===== src/rtl/vga_pkg.sv =====
// Shared VGA 640x480@60 timing constants, playfield geometry and the
// cell-to-bit-offset helper for the flattened Tetris frame vector.
package vga_pkg;

  localparam logic [9:0] H_VISIBLE = 10'd640;
  localparam logic [9:0] H_FRONT   = 10'd16;
  localparam logic [9:0] H_SYNC    = 10'd96;
  localparam logic [9:0] H_BACK    = 10'd48;
  localparam logic [9:0] H_TOTAL   = 10'd800;

  localparam logic [9:0] V_VISIBLE = 10'd480;
  localparam logic [9:0] V_FRONT   = 10'd10;
  localparam logic [9:0] V_SYNC    = 10'd2;
  localparam logic [9:0] V_BACK    = 10'd33;
  localparam logic [9:0] V_TOTAL   = 10'd525;

  localparam logic [9:0] H_SYNC_START = H_VISIBLE + H_FRONT;
  localparam logic [9:0] H_SYNC_END   = H_SYNC_START + H_SYNC;
  localparam logic [9:0] V_SYNC_START = V_VISIBLE + V_FRONT;
  localparam logic [9:0] V_SYNC_END   = V_SYNC_START + V_SYNC;

  localparam int COLS    = 10;
  localparam int ROWS    = 20;
  localparam int CELL_PX = 20;
  localparam int FRAME_W = COLS * ROWS * 3;

  localparam logic [9:0] BOARD_X0  = 10'd220;
  localparam logic [9:0] BOARD_Y0  = 10'd40;
  localparam logic [9:0] BORDER_PX = 10'd4;
  localparam logic [9:0] BOARD_X1  = BOARD_X0 + 10'(COLS * CELL_PX);
  localparam logic [9:0] BOARD_Y1  = BOARD_Y0 + 10'(ROWS * CELL_PX);

  typedef logic [2:0] color_t;

  localparam color_t BORDER_COLOR = 3'b111;
  localparam color_t BLACK        = 3'b000;

  function automatic logic [9:0] cell_offset(input logic [4:0] x, input logic [4:0] y);
    return 10'((int'(y) * COLS + int'(x)) * 3);
  endfunction

endpackage


===== src/rtl/vga_if.sv =====
// VGA output bundle: pixel colour, syncs, display enable and raster position.
interface vga_if;
  import vga_pkg::*;

  color_t     vga_pixel;
  logic       hsync_out;
  logic       vsync_out;
  logic       in_display;
  logic [9:0] count_x;
  logic [9:0] count_y;

  modport master (output vga_pixel, hsync_out, vsync_out, in_display, count_x, count_y);
  modport slave  (input  vga_pixel, hsync_out, vsync_out, in_display, count_x, count_y);
endinterface


===== src/rtl/vga_timing.sv =====
// Raster counters for 800x525 total timing with active-low hsync/vsync
// and the visible-area flag, all decoded straight from the counter flops.
module vga_timing
  import vga_pkg::*;
(
  input  logic       clock,
  input  logic       reset_n,
  output logic [9:0] count_x,
  output logic [9:0] count_y,
  output logic       hsync_out,
  output logic       vsync_out,
  output logic       in_display
);

  logic [9:0] count_x_q, count_x_d;
  logic [9:0] count_y_q, count_y_d;

  always_comb begin
    count_x_d = count_x_q + 10'd1;
    count_y_d = count_y_q;
    if (count_x_q == H_TOTAL - 10'd1) begin
      count_x_d = '0;
      count_y_d = (count_y_q == V_TOTAL - 10'd1) ? '0 : count_y_q + 10'd1;
    end
  end

  always_ff @(posedge clock or negedge reset_n) begin
    if (!reset_n) begin
      count_x_q <= '0;
      count_y_q <= '0;
    end else begin
      count_x_q <= count_x_d;
      count_y_q <= count_y_d;
    end
  end

  assign count_x    = count_x_q;
  assign count_y    = count_y_q;
  assign hsync_out  = !((count_x_q >= H_SYNC_START) && (count_x_q < H_SYNC_END));
  assign vsync_out  = !((count_y_q >= V_SYNC_START) && (count_y_q < V_SYNC_END));
  assign in_display = (count_x_q < H_VISIBLE) && (count_y_q < V_VISIBLE);

endmodule


===== src/rtl/vga_control.sv =====
// VGA front end for the Tetris playfield: raster timing plus cell lookup,
// border and blanking, producing a 3-bit colour each pixel clock.
module vga_control
  import vga_pkg::*;
(
  input  logic               clock,
  input  logic               reset_n,
  input  logic [FRAME_W-1:0] frame,
  vga_if.master              vga
);

  if (int'(H_TOTAL) != int'(H_VISIBLE) + int'(H_FRONT) + int'(H_SYNC) + int'(H_BACK)) begin : g_bad_h_total
    $error("vga_control: H_TOTAL inconsistent with line timing");
  end
  if (int'(V_TOTAL) != int'(V_VISIBLE) + int'(V_FRONT) + int'(V_SYNC) + int'(V_BACK)) begin : g_bad_v_total
    $error("vga_control: V_TOTAL inconsistent with frame timing");
  end
  if ((int'(BOARD_X0) < int'(BORDER_PX)) || (int'(BOARD_Y0) < int'(BORDER_PX))) begin : g_bad_origin
    $error("vga_control: border extends past the top-left of the screen");
  end
  if ((int'(BOARD_X0) + COLS * CELL_PX + int'(BORDER_PX) > int'(H_VISIBLE)) ||
      (int'(BOARD_Y0) + ROWS * CELL_PX + int'(BORDER_PX) > int'(V_VISIBLE))) begin : g_bad_extent
    $error("vga_control: playfield plus border exceeds the visible area");
  end

  logic [9:0] cnt_x, cnt_y;
  logic       hs, vs, de;

  vga_timing u_timing (
    .clock      (clock),
    .reset_n    (reset_n),
    .count_x    (cnt_x),
    .count_y    (cnt_y),
    .hsync_out  (hs),
    .vsync_out  (vs),
    .in_display (de)
  );

  localparam logic [4:0] PX_LAST = 5'(CELL_PX - 1);

  // Sub-counters are primed to zero one pixel/line before the playfield so
  // they already hold (pixel-in-cell, cell index) for the first board pixel.
  logic [4:0] px_x_q, px_x_d, cell_x_q, cell_x_d;
  logic [4:0] px_y_q, px_y_d, cell_y_q, cell_y_d;

  always_comb begin
    px_x_d   = px_x_q;
    cell_x_d = cell_x_q;
    px_y_d   = px_y_q;
    cell_y_d = cell_y_q;
    if (cnt_x == BOARD_X0 - 10'd1) begin
      px_x_d   = '0;
      cell_x_d = '0;
    end else if (px_x_q == PX_LAST) begin
      px_x_d   = '0;
      cell_x_d = cell_x_q + 5'd1;
    end else begin
      px_x_d   = px_x_q + 5'd1;
    end
    if (cnt_x == H_TOTAL - 10'd1) begin
      if (cnt_y == BOARD_Y0 - 10'd1) begin
        px_y_d   = '0;
        cell_y_d = '0;
      end else if (px_y_q == PX_LAST) begin
        px_y_d   = '0;
        cell_y_d = cell_y_q + 5'd1;
      end else begin
        px_y_d   = px_y_q + 5'd1;
      end
    end
  end

  always_ff @(posedge clock or negedge reset_n) begin
    if (!reset_n) begin
      px_x_q   <= '0;
      cell_x_q <= '0;
      px_y_q   <= '0;
      cell_y_q <= '0;
    end else begin
      px_x_q   <= px_x_d;
      cell_x_q <= cell_x_d;
      px_y_q   <= px_y_d;
      cell_y_q <= cell_y_d;
    end
  end

  logic   in_board, in_frame;
  color_t pixel;

  always_comb begin
    in_board = (cnt_x >= BOARD_X0) && (cnt_x < BOARD_X1) &&
               (cnt_y >= BOARD_Y0) && (cnt_y < BOARD_Y1);
    in_frame = (cnt_x >= BOARD_X0 - BORDER_PX) && (cnt_x < BOARD_X1 + BORDER_PX) &&
               (cnt_y >= BOARD_Y0 - BORDER_PX) && (cnt_y < BOARD_Y1 + BORDER_PX);
    pixel = BLACK;
    if (de) begin
      if (in_board) begin
        pixel = frame[cell_offset(cell_x_q, cell_y_q) +: 3];
      end else if (in_frame) begin
        pixel = BORDER_COLOR;
      end
    end
  end

  assign vga.vga_pixel  = pixel;
  assign vga.hsync_out  = hs;
  assign vga.vsync_out  = vs;
  assign vga.in_display = de;
  assign vga.count_x    = cnt_x;
  assign vga.count_y    = cnt_y;

endmodule


===== src/flat_wrapper.sv =====
// flat-port wrapper written by rule: the top's interface ports become plain ports
module vga_control_flat import vga_pkg::*;
  (clock, reset_n, frame, vga_vga_pixel, vga_hsync_out, vga_vsync_out, vga_in_display, vga_count_x, vga_count_y);
  vga_if vga_i ();
  input  logic clock;
  input  logic reset_n;
  input  logic [FRAME_W-1:0] frame;
  output wire logic [$bits(vga_i.vga_pixel)-1:0] vga_vga_pixel;
  output wire logic [$bits(vga_i.hsync_out)-1:0] vga_hsync_out;
  output wire logic [$bits(vga_i.vsync_out)-1:0] vga_vsync_out;
  output wire logic [$bits(vga_i.in_display)-1:0] vga_in_display;
  output wire logic [$bits(vga_i.count_x)-1:0] vga_count_x;
  output wire logic [$bits(vga_i.count_y)-1:0] vga_count_y;
  assign vga_vga_pixel = vga_i.vga_pixel;
  assign vga_hsync_out = vga_i.hsync_out;
  assign vga_vsync_out = vga_i.vsync_out;
  assign vga_in_display = vga_i.in_display;
  assign vga_count_x = vga_i.count_x;
  assign vga_count_y = vga_i.count_y;
  vga_control u_core (.clock(clock), .reset_n(reset_n), .frame(frame), .vga(vga_i));
endmodule

===== config.mk =====
export PLATFORM = sky130hd
export DESIGN_NAME = vga_control_flat
export DESIGN_NICKNAME = d
export VERILOG_FILES = /design/src/rtl/vga_pkg.sv /design/src/rtl/vga_if.sv /design/src/rtl/vga_timing.sv /design/src/rtl/vga_control.sv /design/src/flat_wrapper.sv
export SDC_FILE = /design/constraint.sdc
export NUM_CORES = 1
export LEC_CHECK = 0
export CORE_AREA = 4 4 242 244
export CTS_CLUSTER_DIAMETER = 40
export DETAILED_ROUTE_END_ITERATION = 8
export DIE_AREA = 0 0 246 248
export PLACE_DENSITY_LB_ADDON = 0.15
export RECOVER_POWER = 100
export SLEW_MARGIN = 20
export SYNTH_ARGS = -nofsm -noshare
export SYNTH_HDL_FRONTEND = slang
export SYNTH_SLANG_ARGS = --single-unit
export TNS_END_PERCENT = 5

===== constraint.sdc =====
create_clock -name clock -period 9.5 [get_ports clock]
set_clock_uncertainty 0.2 [all_clocks]
set_input_delay 1.9 -clock clock [delete_from_list [all_inputs] [get_ports clock]]
set_output_delay 1.9 -clock clock [all_outputs]
set_load 0.02 [all_outputs]

Yosys cells after proc, flatten, opt, wreduce, memory -nomap -nowiden
Cells that the tools add are included.
{"block": "op_classes", "addsub": 7, "mul": 2, "n_lt_le_gt_ge": 14, "n_eq_ne": 6, "shift": 1, "muxes": 13, "n_reduce_logical": 14}
{"cell": "$shiftx A600 B11 Y3", "count": 1}
{"cell": "$lt A10 B9 Y1 const B", "count": 6}
{"cell": "$mux W5", "count": 8}
{"cell": "$add A32 B6 Y32", "count": 1}
{"cell": "$mul A32 B3 Y10 const B", "count": 1}
{"cell": "$add A10 B1 Y10 const B", "count": 2}
{"cell": "$add A5 B1 Y5 const B", "count": 4}
{"cell": "$eq A10 B10 Y1 const B", "count": 2}
{"cell": "$ge A10 B6 Y1 const B", "count": 2}
{"cell": "$ge A10 B8 Y1 const B", "count": 2}
{"cell": "$lt A10 B10 Y1 const B", "count": 2}
{"cell": "$mux W10", "count": 2}
{"cell": "$eq A10 B6 Y1 const B", "count": 1}
{"cell": "$eq A10 B8 Y1 const B", "count": 1}
{"cell": "$eq A5 B5 Y1 const B", "count": 2}
{"cell": "$ge A10 B10 Y1 const B", "count": 1}
{"cell": "$ge A10 B9 Y1 const B", "count": 1}
{"cell": "$logic_and A1 B1 Y1", "count": 9}
{"cell": "$mux W3", "count": 3}
{"cell": "$mul A5 B3 Y8 const B", "count": 1}
{"cell": "$reduce_bool A2 Y1", "count": 2}
{"cell": "$logic_not A1 Y1", "count": 2}
{"cell": "$reduce_and A2 Y1", "count": 1}
{"block": "word_totals", "reg_bits": 40, "input_bits": 602, "output_inout_bits": 26}

Depth between registers and ports, before layout
Gate-level depths: netlist of run 1.
{"block": "logic_depth", "ltp_word": 7, "ltp_mapped": 19}

Modules after synthesis
Synthesis of run 1 repeated with hierarchy kept, for this count alone.
{"block": "hier_totals", "hier_cells": 1353, "area_unflattened_um2": 16928.7}
{"mod": "vga_control", "instances": 1, "cells_per_inst": 1238, "area_each_um2": 15813.9, "seq_area_each_um2": 500.5}
{"mod": "vga_timing", "instances": 1, "cells_per_inst": 115, "area_each_um2": 1114.8, "seq_area_each_um2": 500.5}

Worst setup path after synthesis of run 1
No wires, ideal clock.
{"block": "synth_timing", "path_kind": "reg2out", "startpoint": "register u_core.cell_y_q[1]", "endpoint": "output port vga_vga_pixel[1]", "t_arrival_ns": 4.325, "required_time_ns": 7.400, "slack_ns": 3.075, "stages_incl_launch_ff": 19, "path_buffers": 3, "path_cell_list": "dfrtp_1 -> ha_1 -> ha_1 -> ha_1 -> o21ai_0 -> nor2_1 -> nor2_1 -> ha_1 -> ha_1 -> buf_2 -> xor2_1 -> clkbuf_1 -> clkbuf_1 -> mux4_2 -> nor2_1 -> o21ai_0 -> nand4_1 -> nand2_1 -> a311o_1"}
{"block": "synth_between", "elab_chain_len": 6}
{"item": "from (decl)", "line": "vga_control.sv:44", "text": "logic [4:0] px_y_q, px_y_d, cell_y_q, cell_y_d;"}
{"item": "from (signal assigned)", "line": "vga_control.sv:83", "text": "cell_y_q <= cell_y_d;"}
{"item": "$mul A5 B3 Y8", "line": "vga_pkg.sv:39", "text": "return 10'((int'(y) * COLS + int'(x)) * 3);"}
{"item": "$add A32 B6 Y32", "line": "vga_pkg.sv:39"}
{"item": "$mul A32 B3 Y10", "line": "vga_pkg.sv:39"}
{"item": "$shiftx A600 B11 Y3", "line": "vga_control.sv:98", "text": "pixel = frame[cell_offset(cell_x_q, cell_y_q) +: 3];"}
{"item": "$mux W3", "line": "vga_control.sv:97", "text": "if (in_board) begin"}
{"item": "$mux W3", "line": "vga_control.sv:96", "text": "if (de) begin"}
{"item": "to (decl)", "line": "flat_wrapper.sv:8", "text": "output wire logic [$bits(vga_i.vga_pixel)-1:0] vga_vga_pixel;"}
Every way passes these cells.

Worst setup path after layout of run 1
{"block": "layout_timing", "startpoint": "register u_core.cell_y_q[1]", "endpoint": "output port vga_vga_pixel[0]"}
The elaborated chain is that of the path after synthesis.

==> results of run 1 <==
## routing by layer
layer | up-vias | track usage, % | part of all wire [%]
li1 | 7190 | - | -
met5 | - | 0 | 0.063
met1 | 8981 | 34.8 | 37
met2 | 1064 | 48.7 | 50
met3 | 135 | 6.78 | 9.4
met4 | 10 | 8.88 | 3.7
## per-stage QoR
| stage | worst slack (ps) | util (%) |
|---|---|---|
| final | 911 | 41.9 |
| after global routing | 564 | 41.9 |
| after detailed placement | 1580 | 41.5 |
| after global placement | 1290 | 41.5 |
| after floorplan | 3070 | - |
| after CTS | 1280 | 41.8 |
## layout make-up
class	count	share of cell area (%)
timing repair buffer	658	27.8
antenna	18	0.191
sequential	40	4.26
clock inverter	2	0.0425
clock buffer	6	0.589
multi-input combinational	1213	62.8
tap	756	4.01
inverter	16	0.265
## Yosys cell counts, drive strengths merged, types with 4 or more instances
library cell	number	area (um^2)
nand3	45	225
o22ai	31	194
and2	5	31.3
nor3	19	95.1
nand4	13	81.3
nand2b	9	56.3
mux2i	116	1160
o2111ai	4	35.0
o211ai	12	90.1
a31oi	13	81.3
mux2	6	67.6
or2	5	31.3
a22oi	10	75.1
inv	16	60.1
ha	34	425
nor2	86	323
clkbuf	40	150
nor4	11	68.8
nand2	132	495
a21oi	28	140
a2111oi	6	52.6
dfrtp	40	1000
a32oi	15	131
xor2	14	123
nor2b	9	56.3
or3	4	25.0
buf	118	878
a221oi	9	78.8
and3	17	106
o221ai	6	52.6
a21o	6	45.0
o21ai	46	230
mux4	415	9350
xnor2	19	166
o21a	4	30.0
a211oi	17	128
## final timing paths
| kind | slack (ps) | startpoint | to |
|---|---|---|---|
| setup / recovery | 910 | u_core.cell_y_q[1]$_DFFE_PN0P_ | vga_vga_pixel[0] |
| hold / removal | 270 | u_core.px_x_q[0]$_DFF_PN0_ | u_core.px_x_q[0]$_DFF_PN0_ |
| setup reg to reg | 6910 | u_core.u_timing.count_y[8]$_DFFE_PN0N_ | u_core.cell_y_q[4]$_DFFE_PN0P_ |
| hold reg to reg | 270 | u_core.px_x_q[0]$_DFF_PN0_ | u_core.px_x_q[0]$_DFF_PN0_ |
| max in group asynchronous | 5610 | reset_n | u_core.cell_x_q[0]$_DFFE_PN0P_ |
| min in group asynchronous | 1550 | reset_n | u_core.u_timing.count_x[0]$_DFF_PN0_ |
## registers in the layout (all words and copies together), names as in the netlist
signal / cells
u_core.cell_y_q: 5
u_core.px_y_q: 5
u_core.u_timing.count_y: 10
u_core.u_timing.count_x: 10
u_core.px_x_q: 5
u_core.cell_x_q: 5
## logic make-up (layout without fill, tap and decap cells)
| group | Yosys count | after routing | synth area share (%) |
|---|---|---|---|
| AO/OA/AOI/OAI | 241 | 241 | 9.96 |
| adder cells (fa/ha/maj) | 37 | 37 | 2.89 |
| flip-flops | 40 | 40 | 5.96 |
| multiplexers | 537 | 537 | 63.0 |
| XOR/XNOR | 33 | 33 | 1.72 |
| buffers and inverters | 174 | 682 | 6.48 |
| AND/OR/NAND/NOR | 365 | 365 | 9.99 |
| other | 0 | 18 | 0 |
## power by group through the flow
stage                     Combinational, mW  Sequential [mW]  Clock (mW)
after CTS                             0.561            0.170       0.179
after floorplan                       0.175            0.174           0
after global routing                  0.587            0.170       0.187
after detailed placement              0.558            0.173           0
final                                 0.566            0.170       0.174
after global placement                0.555            0.173           0
## worst register-to-register path, cell delays in order (launching register included)
cell     delay, ps
dfrtp_1        450
or3_1          480
nor3_1         500
nor2_1         210
nor2_1         290
nand4_1        160
xnor2_1        150
nor2_1          60
==> flow_summary_export.csv, run 1 <==
group,metric,value,unit
worst_setup_path,end_kind,"output port",
clock_tree,numCtsBuffers,5,
timing,tightestPinTransition,1670,ps
placement,dp_hpwl,74.2,mm
pwr,power_frac_seq,18.7,%
die,die_y,248,um
finish,fill_cells,5465,
finish,ff_latch_area,1000,um^2
pwr,p_sw_share,29.9,%
synth,synth_warnings,0,
worst_setup_path,startpoint_type,"flip-flop",
finish,drive_above_1_share,24.5,%
placement,portBuffers,627,
worst_setup_path,cp_max_fo,22,
timing,slew_headroom,-11.4,%
clock_tree,path_clk_slew,60,ps
drt,post-route-drc-count,0,
drt,viasPerCell,6.42,
drt,wire_per_inst,33.0,um
clock_tree,clock-sinks,40,
clock_tree,clock-root-buffer,"clkbuf_16",
worst_setup_path,critical_path_class,"flip-flop to output port",
finish,mostFrequentLayoutCells,"clkdlybuf4s50_1, mux4_2, nand2_1",
run,maxCapViolations,1,
timing,whs,265,ps
pwr,clkPwrFrac,19.1,%
worst_setup_path,arrival,6490,ps
worst_setup_path,cpPeakStageDelay,1260,ps
clock_tree,cts_tree,"yes",
die,rows,87,
worst_setup_path,required,7400,ps
worst_setup_path,critPathBufInv,2,
global_routing,grt_pass1_wl,126,mm
clock_tree,post_cts_buffers,0,
synth,synth_area,16800,um^2
clock_tree,clock_latency,280,ps
synth,ys.flop_type,"dfrtp_1",
global_routing,antenna_found_initial,25,
placement,place_congestion,0.903,
clock_tree,ctsHoldBuffers,0,
synth,synth_cell_types,70,
global_routing,grt_max_degree,113,
synth,syn_avg_cell_area,11.8,um^2
drt,first_iter_violations,1812,
global_routing,grt_util_all_layers,28.1,%
worst_setup_path,cp_common_cell,"ha_1",
worst_setup_path,critPathTopFamily,"simple AND/OR/NAND/NOR gates",
finish,multiInputGateArea,14800,um^2
finish,nets,2573,
min_path,worstHoldPathCells,1,
synth,synth_nets,2066,
synth,ys_ff_latch,40,
run_status,status,"finished with violations",
clock_tree,clockBufferDepth,2,
worst_setup_path,path_cells,"ha_1 > ha_1 > ha_1 > o21ai_0 > nor2_1 > nor2_1 > ha_1 > ha_1 > xor2_4 > buf_4 > nor2_1 > o211ai_1 > and3_1 > a31oi_1 > nor3_1 > a311o_1 > clkdlybuf4s50_1",
global_routing,grt_overflow,0,
run_status,violations,"max-capacitance violations, max-slew violations",
synth,synthCells,1427,
finish,fin_area,23600,um^2
worst_setup_path,cp_num_cells,17,
die,fp.dieArea,61000,um^2
timing,period_needed,8590,ps
worst_setup_path,r2r_cells,7,
pwr,peakVddDrop,0.0525,mV
timing,rsz0062_at_grt,"no",
placement,post-place-cells,2681,
global_routing,first_global_vias,17700,
drt,ant_nets,0,
pwr,p_leak,8.37,nW
pwr,power_density,38.6,nW/um^2
finish,area_growth,40.3,%
clock_tree,htree_levels,2,
min_path,hold_path_class,"flip-flop to flip-flop",
pwr,power_frac_comb,62.2,%
timing,report.final.slew_viol_count,12,
timing,tns,0,ps
timing,hold_viol_final,0,
synth,seq_area_frac_synth,5.96,%
die,coreArea,56300,um^2
pwr,power.total,0.910,mW
timing,min_period_over_period,90.4,%
pwr,p_sw,0.272,mW
timing,setup_violations,0,
timing,fmax,116,MHz
drt,wl,89.5,mm
die,initial_utilization,29.8,%
drt,vias,17400,
worst_setup_path,cpMaxStageDelayCell,"nor2_1",
die,io_pins,628,
pwr,intPower,0.638,mW
synth,synthArstFlopShare,100,%
finish,final_common_cell,"clkdlybuf4s50_1",
drt,dr.pass1.iters,5,
placement,place_area,23400,um^2
clock_tree,cts_resized,0,
synth,synth_edf_count,0,
die,die_x,246,um
finish,fin_cells,2709,
Note: power is estimated with default switching activity, not from simulation.
==> inputs of run 2 (changes only) <==
--- a/config.mk
+++ b/config.mk
@@ -9,6 +9,7 @@
 export CTS_CLUSTER_DIAMETER = 40
 export DETAILED_ROUTE_END_ITERATION = 8
 export DIE_AREA = 0 0 246 248
+export HOLD_SLACK_MARGIN = 0.03
 export PLACE_DENSITY_LB_ADDON = 0.15
 export RECOVER_POWER = 100
 export SLEW_MARGIN = 20
==> results of run 2 <==
No change in the layout: final DEF, timing and power equal those of run 1.
